<file path="config.mk">
export PLATFORM = sky130hd
export DESIGN_NAME = sub_bytes_iter
export DESIGN_NICKNAME = d
export VERILOG_FILES = /design/src/rtl/sub_bytes_iter.sv
export SDC_FILE = /design/constraint.sdc
export NUM_CORES = 2
export LEC_CHECK = 0
export BUFFER_PORTS_ARGS = -buffer_cell sky130_fd_sc_hd__buf_2
export CAP_MARGIN = 20
export CORE_MARGIN = 5
export CORE_UTILIZATION = 25
export CTS_BUF_LIST = sky130_fd_sc_hd__clkbuf_16
export DETAILED_ROUTE_END_ITERATION = 12
export GPL_TIMING_DRIVEN = 0
export SLEW_MARGIN = 40
export SYNTH_ARGS = -nofsm -noshare
export SYNTH_HDL_FRONTEND = slang
export SYNTH_SLANG_ARGS = --single-unit
</file>
<file path="constraint.sdc">
create_clock -name clk -period 28.5 [get_ports clk]
set_input_delay 0 -clock clk [delete_from_list [all_inputs] [get_ports clk]]
set_output_delay 0 -clock clk [all_outputs]
set_load 0.05 [all_outputs]
</file>
<file path="src/rtl/sub_bytes_iter.sv">
// Iterative AES SubBytes: substitutes the 16 state bytes, BPC bytes per cycle, MSB byte first.
// Uses a valid/ready handshake on both sides. A completed result is held until it is consumed.
module sub_bytes_iter #(
    parameter int unsigned BPC = 4
) (
    input  logic         clk,
    input  logic         rst,
    input  logic         in_valid,
    output logic         in_ready,
    input  logic [127:0] data_in,
    output logic         out_valid,
    input  logic         out_ready,
    output logic [127:0] data_out
);

    if (!(BPC == 1 || BPC == 2 || BPC == 4 || BPC == 8 || BPC == 16)) begin : g_bad_bpc
        $error("sub_bytes_iter: BPC must be 1, 2, 4, 8 or 16");
    end

    localparam int              BpcI      = (BPC == 0) ? 1 : int'(BPC);
    localparam int              NumGroups = 16 / BpcI;
    localparam int              CntW      = (NumGroups > 1) ? $clog2(NumGroups) : 1;
    localparam logic [CntW-1:0] LastCnt   = CntW'(NumGroups - 1);

    typedef enum logic [1:0] {StIdle, StBusy, StDone} state_e;

    function automatic logic [7:0] xtime(input logic [7:0] a);
        return {a[6:0], 1'b0} ^ (a[7] ? 8'h1b : 8'h00);
    endfunction

    function automatic logic [7:0] gf_mul(input logic [7:0] a, input logic [7:0] b);
        logic [7:0] p;
        logic [7:0] x;
        p = 8'h00;
        x = a;
        for (int i = 0; i < 8; i++) begin
            if (b[i]) p = p ^ x;
            x = xtime(x);
        end
        return p;
    endfunction

    // Inverse as b^254 (0 maps to 0), followed by the forward affine transform.
    function automatic logic [7:0] sbox(input logic [7:0] b);
        logic [7:0] sq;
        logic [7:0] inv;
        sq  = b;
        inv = 8'h01;
        for (int i = 1; i < 8; i++) begin
            sq  = gf_mul(sq, sq);
            inv = gf_mul(inv, sq);
        end
        return inv ^ {inv[6:0], inv[7]} ^ {inv[5:0], inv[7:6]} ^ {inv[4:0], inv[7:5]}
                   ^ {inv[3:0], inv[7:4]} ^ 8'h63;
    endfunction

    state_e          state_q, state_d;
    logic [CntW-1:0] cnt_q, cnt_d;
    logic [127:0]    work_q, work_d;
    logic [127:0]    dout_q, dout_d;
    logic [127:0]    sub_work;
    logic [7:0]      grp_in  [BpcI];
    logic [7:0]      grp_out [BpcI];
    logic            accept;

    assign out_valid = (state_q == StDone);
    assign data_out  = dout_q;

    // Only BPC S-box copies: the current group is shifted to the top, then written back in place.
    always_comb begin
        int           base;
        logic [127:0] shifted;
        base     = int'(cnt_q) * BpcI;
        shifted  = work_q << (8 * base);
        sub_work = work_q;
        for (int k = 0; k < BpcI; k++) begin
            grp_in[k]  = shifted[127 - 8 * k -: 8];
            grp_out[k] = sbox(grp_in[k]);
        end
        for (int i = 0; i < 16; i++) begin
            if (i >= base && i < base + BpcI) begin
                sub_work[127 - 8 * i -: 8] = grp_out[i % BpcI];
            end
        end
    end

    always_comb begin
        state_d  = state_q;
        cnt_d    = cnt_q;
        work_d   = work_q;
        dout_d   = dout_q;
        in_ready = 1'b0;
        unique case (state_q)
            StIdle: in_ready = 1'b1;
            StBusy: begin
                work_d = sub_work;
                cnt_d  = cnt_q + CntW'(1);
                if (cnt_q == LastCnt) begin
                    dout_d  = sub_work;
                    cnt_d   = '0;
                    state_d = StDone;
                end
            end
            StDone: begin
                in_ready = out_ready;
                if (out_ready && !in_valid) state_d = StIdle;
            end
            default: state_d = StIdle;
        endcase
        if (rst) in_ready = 1'b0;
        accept = in_valid && in_ready;
        if (accept) begin
            work_d  = data_in;
            cnt_d   = '0;
            state_d = StBusy;
        end
    end

    always_ff @(posedge clk) begin
        if (rst) begin
            state_q <= StIdle;
            cnt_q   <= '0;
            work_q  <= '0;
            dout_q  <= '0;
        end else begin
            state_q <= state_d;
            cnt_q   <= cnt_d;
            work_q  <= work_d;
            dout_q  <= dout_d;
        end
    end

endmodule

</file>
### After elaboration in Yosys (flattened, before gate mapping)

Index checks and enable logic that the tools add are counted.

| cells by class | value |
|---|---|
| mux-type cells | 837 |
| bitwise operators | 777 |
| add/sub/neg operators | 2 |
| reduce and logical (&&, ||, !) cells | 25 |
| order comparisons | 32 |
| shift operators | 1 |
| equal/unequal tests | 8 |

Operators by type and width:

| cell | number |
|---|---|
| two-way mux 8 bit | 436 |
| bitwise XOR 8 bit | 380 |
| bitwise XOR 8 x 5 -> 8 bit | 364 |
| two-way mux 5 bit | 368 |
| two-way mux 128 bit | 2 |
| < comparator 5 x 32 -> 1 bit (first input constant) | 7 |
| < comparator 4 x 32 -> 1 bit (first input constant) | 4 |
| left shift 128 x 7 -> 128 bit | 1 |
| < comparator 3 x 32 -> 1 bit (first input constant) | 2 |
| >= comparator 4 bit (first input constant) | 8 |
| < comparator 1 x 32 -> 1 bit (first input constant) | 1 |
| < comparator 2 x 32 -> 1 bit (first input constant) | 1 |
| two-way mux 7 bit | 4 |
| inverter 1 bit (first input constant) | 28 |
| two-way mux 6 bit | 4 |
| logical AND 1 bit | 18 |
| >= comparator 3 x 4 -> 1 bit (first input constant) | 4 |
| two-way mux 4 bit | 4 |
| inverter 4 bit | 4 |
| two-way mux 2 bit | 7 |
| two-way mux 3 bit | 4 |
| >= comparator 1 x 4 -> 1 bit (first input constant) | 2 |
| >= comparator 2 x 4 -> 1 bit (first input constant) | 2 |
| two-way mux 1 bit | 6 |
| 18 further kinds | 21 |

| storage, ports and cells | value |
|---|---|
| output and inout port bits | 130 |
| input port bits | 132 |
| word-level logic and storage cells | 1687 |
| flip-flop bits (word level) | 260 |

### Longest topological paths before layout

| depth | value |
|---|---|
| word-level depth | 136 |
| gate-level depth with buffers | 84 |
| mapped depth without buffers | 66 |

### Least setup slack after synthesis

OpenSTA, ideal clock, no wires.

| path | value |
|---|---|
| path kind | register to register |
| start point | register cnt_q[0] |
| end point | register dout_q[112] (netlist: data_out[112]) |
| period minus slack after synthesis | 16.807 ns |
| required time | 28.414 ns |
| cell stages (with the launch flop) | 69 |
| library setup time | 0.086 ns |
| path slack | 11.693 ns |
| buffers on the path | 12 |
| arrival time | 16.722 ns |
| path through | dfxtp_1 mux4_2 clkbuf_1 clkbuf_1 ha_1 clkbuf_1 and2_1 xnor2_2 inv_2 clkbuf_1 buf_1 ha_1 clkbuf_1 clkinv_1 xnor3_1 a311o_1 a211oi_1 a21o_1 [33 not listed] xnor2_1 mux2i_1 xor2_1 a21oi_2 xor2_1 buf_2 o22ai_1 xnor2_1 xnor2_1 xnor3_1 mux2i_1 xnor3_1 xor2_1 xnor2_1 xnor3_2 xnor2_4 mux2i_1 a211oi_1 |

| on the way | value |
|---|---|
| longest elaborated chain between the ends | 131 |
| elaborated cells on any way between the ends | 398 |
| those cells by class | add/sub (1); order compare (2); eq/ne (1); shift (1); mux (204); bitwise (187); reduce/logical (2) |

RTL lines:

| what | RTL line | source |
|---|---|---|
| start: declaration | 58 | `logic [CntW-1:0] cnt_q, cnt_d;` |
| start signal: assignment | 127 | `cnt_q <= cnt_d;` |
| left shift 128 x 7 -> 128 bit | 74 | `shifted = work_q << (8 * base);` |
| two-way mux 5 bit, or another cell as far along | 28 | `return {a[6:0], 1'b0} ^ (a[7] ? 8'h1b : 8'h00);` |
| bitwise XOR 8 x 5 -> 8 bit or bitwise XOR 8 bit (tied branches) | 28, 37 |  |
| bitwise XOR 8 bit or two-way mux 8 bit (tied branches) | 37 | `if (b[i]) p = p ^ x;` |
| two-way mux 8 bit or bitwise XOR 8 bit (tied branches) | 37 |  |
| bitwise XOR 8 bit or two-way mux 8 bit (tied branches) | 37 |  |
| two-way mux 8 bit or bitwise XOR 8 bit (tied branches) | 37 |  |
| bitwise XOR 8 bit or two-way mux 8 bit (tied branches) | 37 |  |
| [113 not listed] | - |  |
| bitwise XOR 8 bit | 37 |  |
| two-way mux 8 bit | 37 |  |
| bitwise XOR 8 bit | 37 |  |
| two-way mux 8 bit | 37 |  |
| bitwise XOR 8 bit (3 in a row) | 53 | `return inv ^ {inv[6:0], inv[7]} ^ {inv[5:0], inv[7:6]} ^ {inv[4:0], inv[7:5]}` |
| bitwise XOR 8 bit | 54 | `^ {inv[3:0], inv[7:4]} ^ 8'h63;` |
| inverter 4 bit (no line) | - |  |
| two-way mux 8 bit | 81 | `if (i >= base && i < base + BpcI) begin` |
| end signal: assignment | 129 | `dout_q <= dout_d;` |
| end: declaration | 60 | `logic [127:0] dout_q, dout_d;` |

Parallel ways exist; a longest one is shown, timed or not.
A chain may end at the register's enable or synchronous reset.

### Worst setup path after layout

| path | value |
|---|---|
| start point | register cnt_q[1] |
| end point | register dout_q[103] (netlist: data_out[103]) |

| on the way | value |
|---|---|
| longest elaborated chain between the ends | 130 |
| elaborated cells on any way between the ends | 397 |
| those cells by class | add/sub (1); order compare (2); eq/ne (1); shift (1); mux (204); bitwise (186); reduce/logical (2) |

RTL lines:

| what | RTL line |
|---|---|
| left shift 128 x 7 -> 128 bit | 74 |
| two-way mux 5 bit | 28 |
| bitwise XOR 8 x 5 -> 8 bit | 28 |
| bitwise XOR 8 bit | 37 |
| two-way mux 8 bit | 37 |
| bitwise XOR 8 bit | 37 |
| two-way mux 8 bit | 37 |
| bitwise XOR 8 bit | 37 |
| [112 not listed] | - |
| two-way mux 8 bit | 37 |
| bitwise XOR 8 bit | 37 |
| two-way mux 8 bit | 37 |
| bitwise XOR 8 bit | 37 |
| two-way mux 8 bit | 37 |
| bitwise XOR 8 bit (3 in a row) | 53 |
| bitwise XOR 8 bit | 54 |
| two-way mux 8 bit | 81 |

Parallel ways exist; a longest one is shown, timed or not.

==> results.ini <==
[placement]
io_buffers = 261
dp.cells = 13500
hpwlAfterDp_um = 232000
gp_congestion = 1.00

[synthesis]
netlist_area_um2 = 69700
synth_cell_types = 121
synthSimpleGateAreaFrac_pct = 21.0
synth_area_leaders = xnor2_1, dfxtp_1, nor2_1, xnor3_1, xor2_1
ys_seq_area_share_pct = 7.47
yosysTopAreaCell = xnor2_1
synth_compound_area_share_pct = 21.1
synth_cells = 9541
synth.top_cell.area_share_pct = 20.2
synthXorXnorAreaFrac_pct = 39.6
synth-adder-area-share_pct = 0.603
synth-edff-count = 0
synthMuxAreaShare_pct = 5.27
ys.flop_type = dfxtp_1
avgSynthCellArea_um2 = 7.31
synth_nets = 9705
synth_top_family_by_area = XOR/XNOR gates
yosys_warnings = 0
async_flop_share_pct = 0
synth_seq_cells = 260

[setup_path]
slowest_delay_ns = 0.69
rrSetupSlack_ns = 5.98
startpoint_type = register
critPathMaxFanout = 10
crit_top_cell = xnor2_1
cp.arrival_ns = 23.02
cp.required_ns = 29.00
end_kind = register
slowest_stage = xnor2_1
critPathKind = register to register

[global_routing]
grt_pass1_wl_um = 435000
top_usage_layer = met2
grt_use_met3_pct = 2.57
grt_pass1_vias = 66100
grt_overflow = 0
met1_usage_pct = 23.0
antenna_found_initial = 49
grt_start_max_net_pins = 15
use_met2_pct = 31.1
grt_util_all_layers_pct = 19.3

[clock_tree]
cts-root-buf = clkbuf_16
htree_levels = 1
path_clk_slew_ns = 0.07
cts_tree = yes
clock_latency_ns = 0.57
clockBufferDepth = 3
clock_sinks = 260
cts-buffers-inserted = 26
cts_resized = 0

[sta]
fin_worst_skew_ns = 0.0178
slew_violations = 0
maxSlewHeadroom_pct = 36.1
fin_tns_setup_ns = 0
holdWs_ns = 0.150
period_share_pct = 79.0
rsz0062_at_grt = false
fmax_mhz = 44.4
worst_slew_pin_slew_ns = 0.959
hold_viol_final = 0
fin_crit_ns = 22.52
setup-violations-final = 0

[floorplan]
chipHeight_um = 538
fp.dieW_um = 538
coreArea_um2 = 277000
num_io_pins = 262
initial_utilization_pct = 25.2
dieArea_um2 = 289000
row_count = 193

[run_status]
status = complete, no violations

[layout]
syn_to_final_growth_pct = 12.9
fin_nets = 10100
final_cells = 13700
layout-drive-gt1-share_pct = 10.3

[route]
vias_per_cell = 5.29
firstDrtPassIters = 6
routedWlPerCell_um = 21.6
wl_um = 297000
vias = 72600
drtIter0Drc = 8188
route.detailed.drc = 0
antenna_left = 0

[min_path]
hold_class = input port to register

[job]
drv_cap = 0

[kinds of logic after synthesis]
kind of cell	count (synthesis)
buffers and inverters	824
AOI/OAI and AO/OA	2288
xor gates and xnor gates	2501
DFF	260
muxes	314
and+or+nand+nor	3320
adders and majority gates	34
[synth_stat cells, types with 59 or more instances]
cell,instances
a211oi_1,159
a21oi_1,600
a22oi_1,114
a31oi_1,87
and2_1,65
and3_1,98
buf_2,127
clkbuf_1,498
dfxtp_1,260
inv_1,76
mux2_2,59
mux2i_1,216
nand2_1,949
nand2b_1,73
nand3_1,250
nor2_1,1319
nor3_1,251
o211ai_1,107
o21ai_0,492
o22ai_1,183
xnor2_1,1604
xnor2_2,123
xnor3_1,211
xor2_1,416
[state kept, by name (all words and copies together), names as in the netlist]
name,cells
data_out,128
cnt_q,2
state_q,2
work_q,128
[cell type report]
type | instances | area, um^2
Inverter | 107 | 402
Timing Repair Buffer | 392 | 2620
Antenna cell | 36 | 90.1
Fill cell | 30500 | 198000
Sequential cell | 260 | 5200
Multi-Input combinational cell | 8457 | 61800
Clock buffer | 27 | 676
Buffer | 717 | 3090
Clock inverter | 20 | 226
Tap cell | 3705 | 4640
[cells in the final DEF (no fill, tap or decap), types with 98 or more instances in the layout]
master,netlist,routed
a211oi_1,159,159
a21oi_1,600,600
a22oi_1,114,114
and3_1,98,98
buf_2,127,388
clkbuf_1,498,492
dfxtp_1,260,260
dlygate4sd3_1,0,129
mux2i_1,216,215
nand2_1,949,949
nand3_1,250,250
nor2_1,1319,1318
nor3_1,251,251
o211ai_1,107,107
o21ai_0,492,492
o22ai_1,183,183
xnor2_1,1604,1528
xnor2_2,123,198
xnor3_1,211,211
xor2_1,416,398
[through the flow]
stage               cell area, um^2  setup WS (ns)  utilization (%)
detailed placement            76200           6.42             27.5
global placement              75700           6.46             27.3
finish                        78700           5.98             28.4
global route                  78700           4.83             28.4
floorplan                     69700          11.69                -
CTS                           78400           6.34             28.3
[layer usage]
metal / wire length (um) / vias to the layer above
met5: 65 / -
met4: 28200 / 10
met3: 20800 / 730
met2: 135000 / 3325
met1: 113000 / 34300
li1: - / 34200
[worst max-delay path, delay by kind of cell, from the launching register on]
family,cells,cell delay [ns]
buf+inv,20,7.20
xor+xnor,19,7.25
flops,1,0.36
simple gates,12,2.12
compound gates,12,2.45
fa+ha+maj,4,1.57
mux,5,1.44
[final timing paths]
| kind | startpoint | endpoint | cells past startpoint |
|---|---|---|---|
| hold / removal | rst | work_q[84] | 3 |
| setup / recovery | cnt_q[1] | data_out[103] | 72 |
| hold reg to reg | data_out[66] | data_out[66] | 2 |
| setup reg to reg | cnt_q[1] | data_out[103] | 72 |
[what timing repair did]
action / 4_1_cts / 5_1_grt
setup buffers: 0 / 0
hold buffers: 129 / 0
endpoints found under the hold margin: 129 / 0
Power is not shown: default switching activity piles up to over one toggle a cycle in this logic, so the estimate is an artifact.
